### src/rtl/alu_mul_seq_pkg.sv
`default_nettype none
// ============================================================================
//  Module      : alu_mul_seq_pkg
//  Description : Shared ALU definitions: control codes for the external ALU,
//                multiplier sequencer state encodings and an iteration helper.
//  Revision    : 1.0  initial release
// ============================================================================
package alu_mul_seq_pkg;

    // Control codes understood by the shared ALU.
    // ALU_IDLE is the quiescent code driven while nobody owns the ALU.
    typedef enum logic [2:0] {
        ALU_IDLE = 3'b000,
        ALU_OR   = 3'b001,
        ALU_ADD  = 3'b010,
        ALU_SLT  = 3'b011,
        ALU_SUB  = 3'b110,
        ALU_SRL  = 3'b111
    } alu_ctl_e;

    // Multiplier sequencer states.
    typedef enum logic [1:0] {
        ST_IDLE = 2'd0,
        ST_RUN  = 2'd1,
        ST_DONE = 2'd2
    } mul_state_e;

    localparam int MUL_WIDTH = 32;
    localparam int CNT_WIDTH = 5;

    // True when the iteration currently executing is the final one: either all
    // 32 multiplier bits have been consumed, or (early exit) nothing but zeros
    // remain in the multiplier after this shift.
    function automatic logic is_last_iter(
        input logic [CNT_WIDTH-1:0] cnt,
        input logic [MUL_WIDTH-1:0] mplier_next,
        input logic                 early_exit
    );
        return (cnt == {CNT_WIDTH{1'b1}}) || (early_exit && (mplier_next == '0));
    endfunction

endpackage
`default_nettype wire

### src/rtl/alu_mul_seq.sv
`default_nettype none
// ============================================================================
//  Module      : alu_mul_seq
//  Description : Sequential shift-and-add 32x32 unsigned multiplier (low 32
//                result bits). The add of each iteration is borrowed from an
//                external shared ALU, requested through AluReq.
//  Revision    : 1.0  initial release
// ============================================================================
module alu_mul_seq
    import alu_mul_seq_pkg::*;
#(
    parameter int EARLY_EXIT = 1
) (
    input  logic        clk,
    input  logic        rst,
    input  logic        Start,
    input  logic [31:0] OpA,
    input  logic [31:0] OpB,
    output logic        Busy,
    output logic        Done,
    output logic [31:0] Result,
    output logic        AluReq,
    output logic [2:0]  AluCtl,
    output logic [4:0]  AluShamt,
    output logic [31:0] AluA,
    output logic [31:0] AluB,
    input  logic [31:0] AluOut
);

    mul_state_e              r_state;
    logic [CNT_WIDTH-1:0]    r_cnt;
    logic [MUL_WIDTH-1:0]    r_acc;
    logic [MUL_WIDTH-1:0]    r_mcand;
    logic [MUL_WIDTH-1:0]    r_mplier;
    logic [MUL_WIDTH-1:0]    r_result;
    logic                    r_busy;
    logic                    r_done;
    logic                    r_alu_req;
    alu_ctl_e                r_alu_ctl;

    logic                    w_early_exit;
    logic [MUL_WIDTH-1:0]    w_acc_next;
    logic [MUL_WIDTH-1:0]    w_mcand_next;
    logic [MUL_WIDTH-1:0]    w_mplier_next;
    logic                    w_last;

    // Early termination is a build-time choice; tie the enable off accordingly.
    generate
        if (EARLY_EXIT != 0) begin : g_early_exit
            assign w_early_exit = 1'b1;
        end else begin : g_full_iter
            assign w_early_exit = 1'b0;
        end
    endgenerate

    // One shift-and-add step: the ALU returns acc + mcand, kept only when the
    // current multiplier bit is set. Shifts are logical; overflow just wraps.
    assign w_acc_next    = r_mplier[0] ? AluOut : r_acc;
    assign w_mcand_next  = r_mcand << 1;
    assign w_mplier_next = r_mplier >> 1;
    assign w_last        = is_last_iter(r_cnt, w_mplier_next, w_early_exit);

    // Sequencer: operand capture, iteration, result latch and ALU ownership flags.
    always_ff @(posedge clk or posedge rst) begin
        if (rst) begin
            r_state   <= ST_IDLE;
            r_cnt     <= '0;
            r_acc     <= '0;
            r_mcand   <= '0;
            r_mplier  <= '0;
            r_result  <= '0;
            r_busy    <= 1'b0;
            r_done    <= 1'b0;
            r_alu_req <= 1'b0;
            r_alu_ctl <= ALU_IDLE;
        end else begin
            unique case (r_state)
                ST_IDLE: begin
                    r_done <= 1'b0;
                    if (Start) begin
                        r_mcand   <= OpA;
                        r_mplier  <= OpB;
                        r_acc     <= '0;
                        r_cnt     <= '0;
                        r_busy    <= 1'b1;
                        r_alu_req <= 1'b1;
                        r_alu_ctl <= ALU_ADD;
                        r_state   <= ST_RUN;
                    end
                end
                ST_RUN: begin
                    r_acc    <= w_acc_next;
                    r_mcand  <= w_mcand_next;
                    r_mplier <= w_mplier_next;
                    r_cnt    <= r_cnt + 1'b1;
                    if (w_last) begin
                        // Capture the accumulator including this final step.
                        r_result  <= w_acc_next;
                        r_busy    <= 1'b0;
                        r_done    <= 1'b1;
                        r_alu_req <= 1'b0;
                        r_alu_ctl <= ALU_IDLE;
                        r_state   <= ST_DONE;
                    end
                end
                ST_DONE: begin
                    // Start is deliberately not looked at here.
                    r_done  <= 1'b0;
                    r_state <= ST_IDLE;
                end
                default: begin
                    r_busy    <= 1'b0;
                    r_done    <= 1'b0;
                    r_alu_req <= 1'b0;
                    r_alu_ctl <= ALU_IDLE;
                    r_state   <= ST_IDLE;
                end
            endcase
        end
    end

    // The ALU operand buses are driven only while this block owns the ALU,
    // so an idle or reset sequencer presents all zeros to the arbiter.
    assign AluA     = r_alu_req ? r_acc   : '0;
    assign AluB     = r_alu_req ? r_mcand : '0;
    assign AluShamt = 5'd0;
    assign AluCtl   = r_alu_ctl;
    assign AluReq   = r_alu_req;
    assign Busy     = r_busy;
    assign Done     = r_done;
    assign Result   = r_result;

endmodule
`default_nettype wire
### config.mk
export PLATFORM = sky130hd
export DESIGN_NAME = alu_mul_seq
export DESIGN_NICKNAME = d
export VERILOG_FILES = /design/src/rtl/alu_mul_seq_pkg.sv /design/src/rtl/alu_mul_seq.sv
export SDC_FILE = /design/constraint.sdc
export NUM_CORES = 1
export LEC_CHECK = 0
export CORE_UTILIZATION = 47
export DETAILED_ROUTE_END_ITERATION = 10
export PLACE_DENSITY = 0.88
export SYNTH_ARGS = -nofsm -noshare
export SYNTH_HDL_FRONTEND = slang
export SYNTH_SLANG_ARGS = --single-unit
export TNS_END_PERCENT = 10
### constraint.sdc
create_clock -name clk -period 5.36 [get_ports clk]
set_input_delay 0.536 -clock clk [delete_from_list [all_inputs] [get_ports clk]]
set_output_delay 0.536 -clock clk [all_outputs]
set_load 0.005 [all_outputs]
## Word level (Yosys, flattened, before mapping)

Cells that the tools add are included.

| word-level totals | value |
|---|---|
| bits in registers | 140 |
| input port bits | 99 |
| output and inout bits | 107 |
| logic and storage cells | 46 |

| cells by class | value |
|---|---|
| add/subtract/negate cells | 1 |
| eq/ne operators | 5 |
| mux-type cells | 22 |
| bitwise logic cells | 1 |
| reduce and logical (&&, ||, !) cells | 8 |

Operators by type and width:

| kind | count |
|---|---|
| $mux W32 | 6 |
| $pmux W32 S2 | 3 |
| $logic_not A32 Y1 | 1 |
| $pmux W5 S2 | 1 |
| $pmux W3 S3 | 1 |
| $mux W3 | 2 |
| $reduce_and A2 Y1 | 3 |
| $add A5 B1 Y5 const B | 1 |
| $eq A5 B5 Y1 const B | 1 |
| $mux W5 | 1 |
| $mux W1 | 4 |
| $mux W2 | 2 |
| $ne A2 B2 Y1 const B | 2 |
| $pmux W2 S2 | 1 |
| $pmux W1 S3 | 1 |
| $reduce_and A3 Y1 | 1 |
| $eq A2 B1 Y1 const B | 1 |
| $eq A2 B2 Y1 const B | 1 |
| $logic_not A2 Y1 | 1 |
| $reduce_bool A2 Y1 | 1 |
| $logic_or A1 B1 Y1 | 1 |
| $not A1 Y1 | 1 |

## Longest topological paths before layout

| depth | value |
|---|---|
| depth in word-level cells | 4 |
| mapped depth | 7 |
| depth with buffers taken out | 6 |

## Worst setup path before layout

No wires, ideal clock.

| timing path | value |
|---|---|
| kind | register to register |
| from | register r_cnt[0] |
| to | register r_result[26] (netlist: Result[26]) |
| setup time | 125 ps |
| data arrival time | 1725 ps |
| required time | 5235 ps |
| slack | 3510 ps |
| stages on the path, launching flop included | 8 |
| path buffers | 1 |
| period minus slack after synthesis | 1850 ps |
| path through | dfrtp_1 -> ha_1 -> and3_1 -> ha_1 -> o21bai_2 -> nand2_2 -> buf_6 -> mux2_4 |

| on the way | value |
|---|---|
| word-level cells in the longest chain between the ends | 3 |

RTL lines:

| element | line | text |
|---|---|---|
| start, declared | alu_mul_seq.sv:31 | `logic [CNT_WIDTH-1:0] r_cnt;` |
| start signal, assigned | alu_mul_seq.sv:95 | `r_cnt <= r_cnt + 1'b1;` |
| $eq A5 B5 Y1 | alu_mul_seq_pkg.sv:39 | `return (cnt == {CNT_WIDTH{1'b1}}) \|\| (early_exit && (mplier_next == '0));` |
| $logic_or A1 B1 Y1 | alu_mul_seq_pkg.sv:39 |  |
| $reduce_and A2 Y1 (no source line) | - |  |
| end signal, assigned | alu_mul_seq.sv:98 | `r_result <= w_acc_next;` |
| end, declared | alu_mul_seq.sv:35 | `logic [MUL_WIDTH-1:0] r_result;` |

Every way passes these cells.
A chain may end at the register's enable or synchronous reset.

## Worst setup path in the final report

| timing path | value |
|---|---|
| from | register r_state[1] |
| to | register r_result[26] (netlist: Result[26]) |

| on the way | value |
|---|---|
| word-level cells in the longest chain between the ends | 2 |

RTL lines:

| element | line | text |
|---|---|---|
| start, declared | alu_mul_seq.sv:30 | `mul_state_e r_state;` |
| start signal, assigned | alu_mul_seq.sv:66 | `r_state <= ST_IDLE;` |
| start signal, assigned | alu_mul_seq.sv:88 | `r_state <= ST_RUN;` |
| start signal, assigned | alu_mul_seq.sv:103 | `r_state <= ST_DONE;` |
| $eq A2 B1 Y1 | alu_mul_seq.sv:77 | `unique case (r_state)` |
| $reduce_and A2 Y1 (no source line) | - |  |

Every way passes these cells.

==> impl_metrics.ini <==
[cts]
tritoncts = done
clock_sinks = 137
clock_path_buffers = 2
cts_hold_buffers = 0
postCtsSetupRepairBufs = 0
post_cts_resized = 0
numCtsBuffers = 17
clk_latency_ns = 0.42
cts_root_buf = clkbuf_16
h-tree-depth = 4
clkTransAtPathRegs_ns = 0.06

[setup_path]
critical_path_class = flip-flop to flip-flop
crit_path_max_fanout = 70
startpoint = r_state[1]
path_cells = nor2b_1 > nand2_2 > mux2_4
slowest_stage = nand2_2
startpoint_type = flip-flop
arrival_ns = 3.34
reg2reg_from = r_state[1]
worst-r2r-cell-count = 3
r2r_slack_ns = 2.32
cp-end-kind = flip-flop
rr_endpoint = Result[26]
critical_path_required_ns = 5.66
max_stage_delay_ns = 0.82

[synthesis]
avgSynthCellArea_um2 = 10.1
yosysMostFrequentCell = dfrtp_1
synthTopCellsByCount = dfrtp_1 (137), nand2_1 (90), o21ai_0 (90), and2_1 (64), a22oi_1 (61)
synth.area.top_cells = dfrtp_1 (53%), mux2i_1 (8.1%), a22oi_1 (7.1%)
synth_ff_type = dfrtp_1
yosysWarningCount = 0
yosys.area.top_type = dfrtp_1
yosysSeqAreaShare = 0.532
synth_edf_count = 0
ys_ff_latch = 137
synth.top_cell.area_share = 0.532
ys_types = 33
syn-cell-area_um2 = 6450
syn-instance-count = 639
synth_async_sr_flop_share = 1.00

[timing]
holdWs_ns = 0.494
max_freq_mhz = 329
skew_ns = 0.00714
slew_viol_final = 0
fin_crit_sh = 0.567
grt_setup_unrepaired = no
fin_crit_ns = 3.04
hold_violations = 0
finalSetupViolCount = 0
tightest_slew_ns = 1.12
slew_headroom = 0.252
final.setup.tns_ns = 0

[global_routing]
grt_usage = 0.235
overflow = 0
grt_pass1_wl_mm = 26.5
grt_pass1_vias = 5257
met2_usage = 0.370
met3_usage = 0.0508
antenna_found_initial = 0
grt_max_degree = 91
use_met1 = 0.322
gr-max-usage-layer = met2

[die]
rows = 42
start_util = 0.485
fp.dieH_um = 119
die_w_um = 119
ioPinCount = 206
die-area_um2 = 14200
core-area_um2 = 13300

[routing]
wire_per_inst_um = 16.1
first_pass_iters = 5
ant_nets = 0
vias = 5318
wl_mm = 16.1
viasPerCell = 5.34
route.detailed.drc = 0
drtIter0Drc = 364

[worst_hold_path]
holdPathStages = 2
min_to = r_acc[8]
hp-class = flip-flop to flip-flop
hp-start = r_acc[8]

[cells_and_area]
final_cell_count_no_fill = 996
fin_util = 0.682
syn_to_final_growth_pct = 40.5
drive_above_1_share = 0.0695
final_nets = 908
antennaDiodeCount = 0

[power]
comb_power_share = 0.370
p_per_area_nw_per_um2 = 540
clkPwrFrac = 0.245
p_leak_nw = 3.91
internal-power_mw = 3.35
max-vdd-ir-drop_mv = 0.225
switching_share = 0.316
p_seq_frac = 0.385
total_power_mw = 4.90
switching_power_mw = 1.55

[placement]
dp_hpwl_mm = 10.1
dp_cells = 964
gp_congestion = 0.783
port-buffer-count = 198

[outcome]
status = finished clean

[job]
maxCapViolations = 0
-- worst max-delay path, delay by kind of cell (launching register included) --
family | cells | cell delay, ns
mux | 1 | 0.54
flops | 1 | 0.78
simple gates | 2 | 1.59
-- cells in the final DEF, fill, tap and decap left out, types with 2 or more instances in the layout --
cell type / Yosys / routed
clkdlybuf4s50_1: 0 / 198
dfrtp_1: 137 / 133
nand2_1: 90 / 90
o21ai_0: 90 / 90
and2_1: 64 / 64
a22oi_1: 61 / 61
mux2i_1: 52 / 52
inv_1: 28 / 27
clkbuf_16: 0 / 17
a22o_1: 11 / 11
mux2_2: 9 / 9
nor4_1: 7 / 7
conb_1: 1 / 7
clkinvlp_4: 0 / 5
dfrtp_2: 0 / 4
nor2_1: 4 / 4
buf_4: 9 / 4
mux2_4: 3 / 3
nand2b_1: 3 / 3
a21oi_1: 3 / 3
clkinv_4: 0 / 3
bufinv_16: 0 / 3
nand4_1: 2 / 2
nor3_1: 2 / 2
inv_6: 0 / 2
ha_1: 2 / 2
clkinv_2: 0 / 2
-- power groups by stage --
stage | registers (mW) | clock network (mW) | logic (mW)
final | 1.89 | 1.20 | 1.81
after global routing | 1.96 | 1.26 | 2.00
after CTS | 1.89 | 1.21 | 1.84
after detailed placement | 1.89 | 0 | 1.82
after global placement | 1.88 | 0 | 1.78
after floorplan | 1.70 | 0 | 1.04
-- cells by family (layout without fill, tap and decap cells) --
logic type      after synthesis  count (layout)  synth area share
buf+inv                      87             262            0.0601
compound gates              170             170             0.165
simple gates                178             178             0.136
mux                          64              64             0.103
flops                       137             137             0.532
other cells                   1               7          0.000581
fa+ha+maj                     2               2           0.00388
-- sequential cells by signal, summed over array words and instances (netlist names) --
register and flops:
AluCtl 1, Done 1, Result 32, r_acc 32, r_cnt 5, r_mcand 32
r_mplier 32, r_state 2
-- metal layers --
metal / up-vias / wire, µm / part of all wire
met5: - / 0 / 0
met4: 0 / 223 / 0.014
met3: 21 / 1000 / 0.062
met2: 183 / 7790 / 0.49
met1: 2593 / 7040 / 0.44
li1: 2521 / - / -
-- layout make-up --
type                    count  area, µm²
fillers                  1025       4230
inverters                  28        110
multi-input cells         421       2680
clock inverters            14        173
repair buffers            202       2010
clock buffers              18        439
well taps                 176        220
flip-flops and latches    137       3430
-- how the worst max path moves through the flow --
| stage | end | slack (ns) | depth (start not counted) |
|---|---|---|---|
| after floorplan | AluCtl[1] | 1.16 | 1 |
| after global placement | Result[27] | 2.35 | 3 |
| after detailed placement | Result[28] | 2.30 | 3 |
| after CTS | Result[26] | 2.31 | 3 |
| after global routing | Result[29] | 2.08 | 3 |
| final | Result[26] | 2.32 | 3 |
-- metrics by stage --
stage / area (µm²) / setup WS, ns
after global routing: 9060 / 2.08
after detailed placement: 8450 / 2.30
after global placement: 8450 / 2.35
after floorplan: 6470 / 1.16
after CTS: 9060 / 2.31
final: 9060 / 2.32
Power figures use the tool's default switching activity.
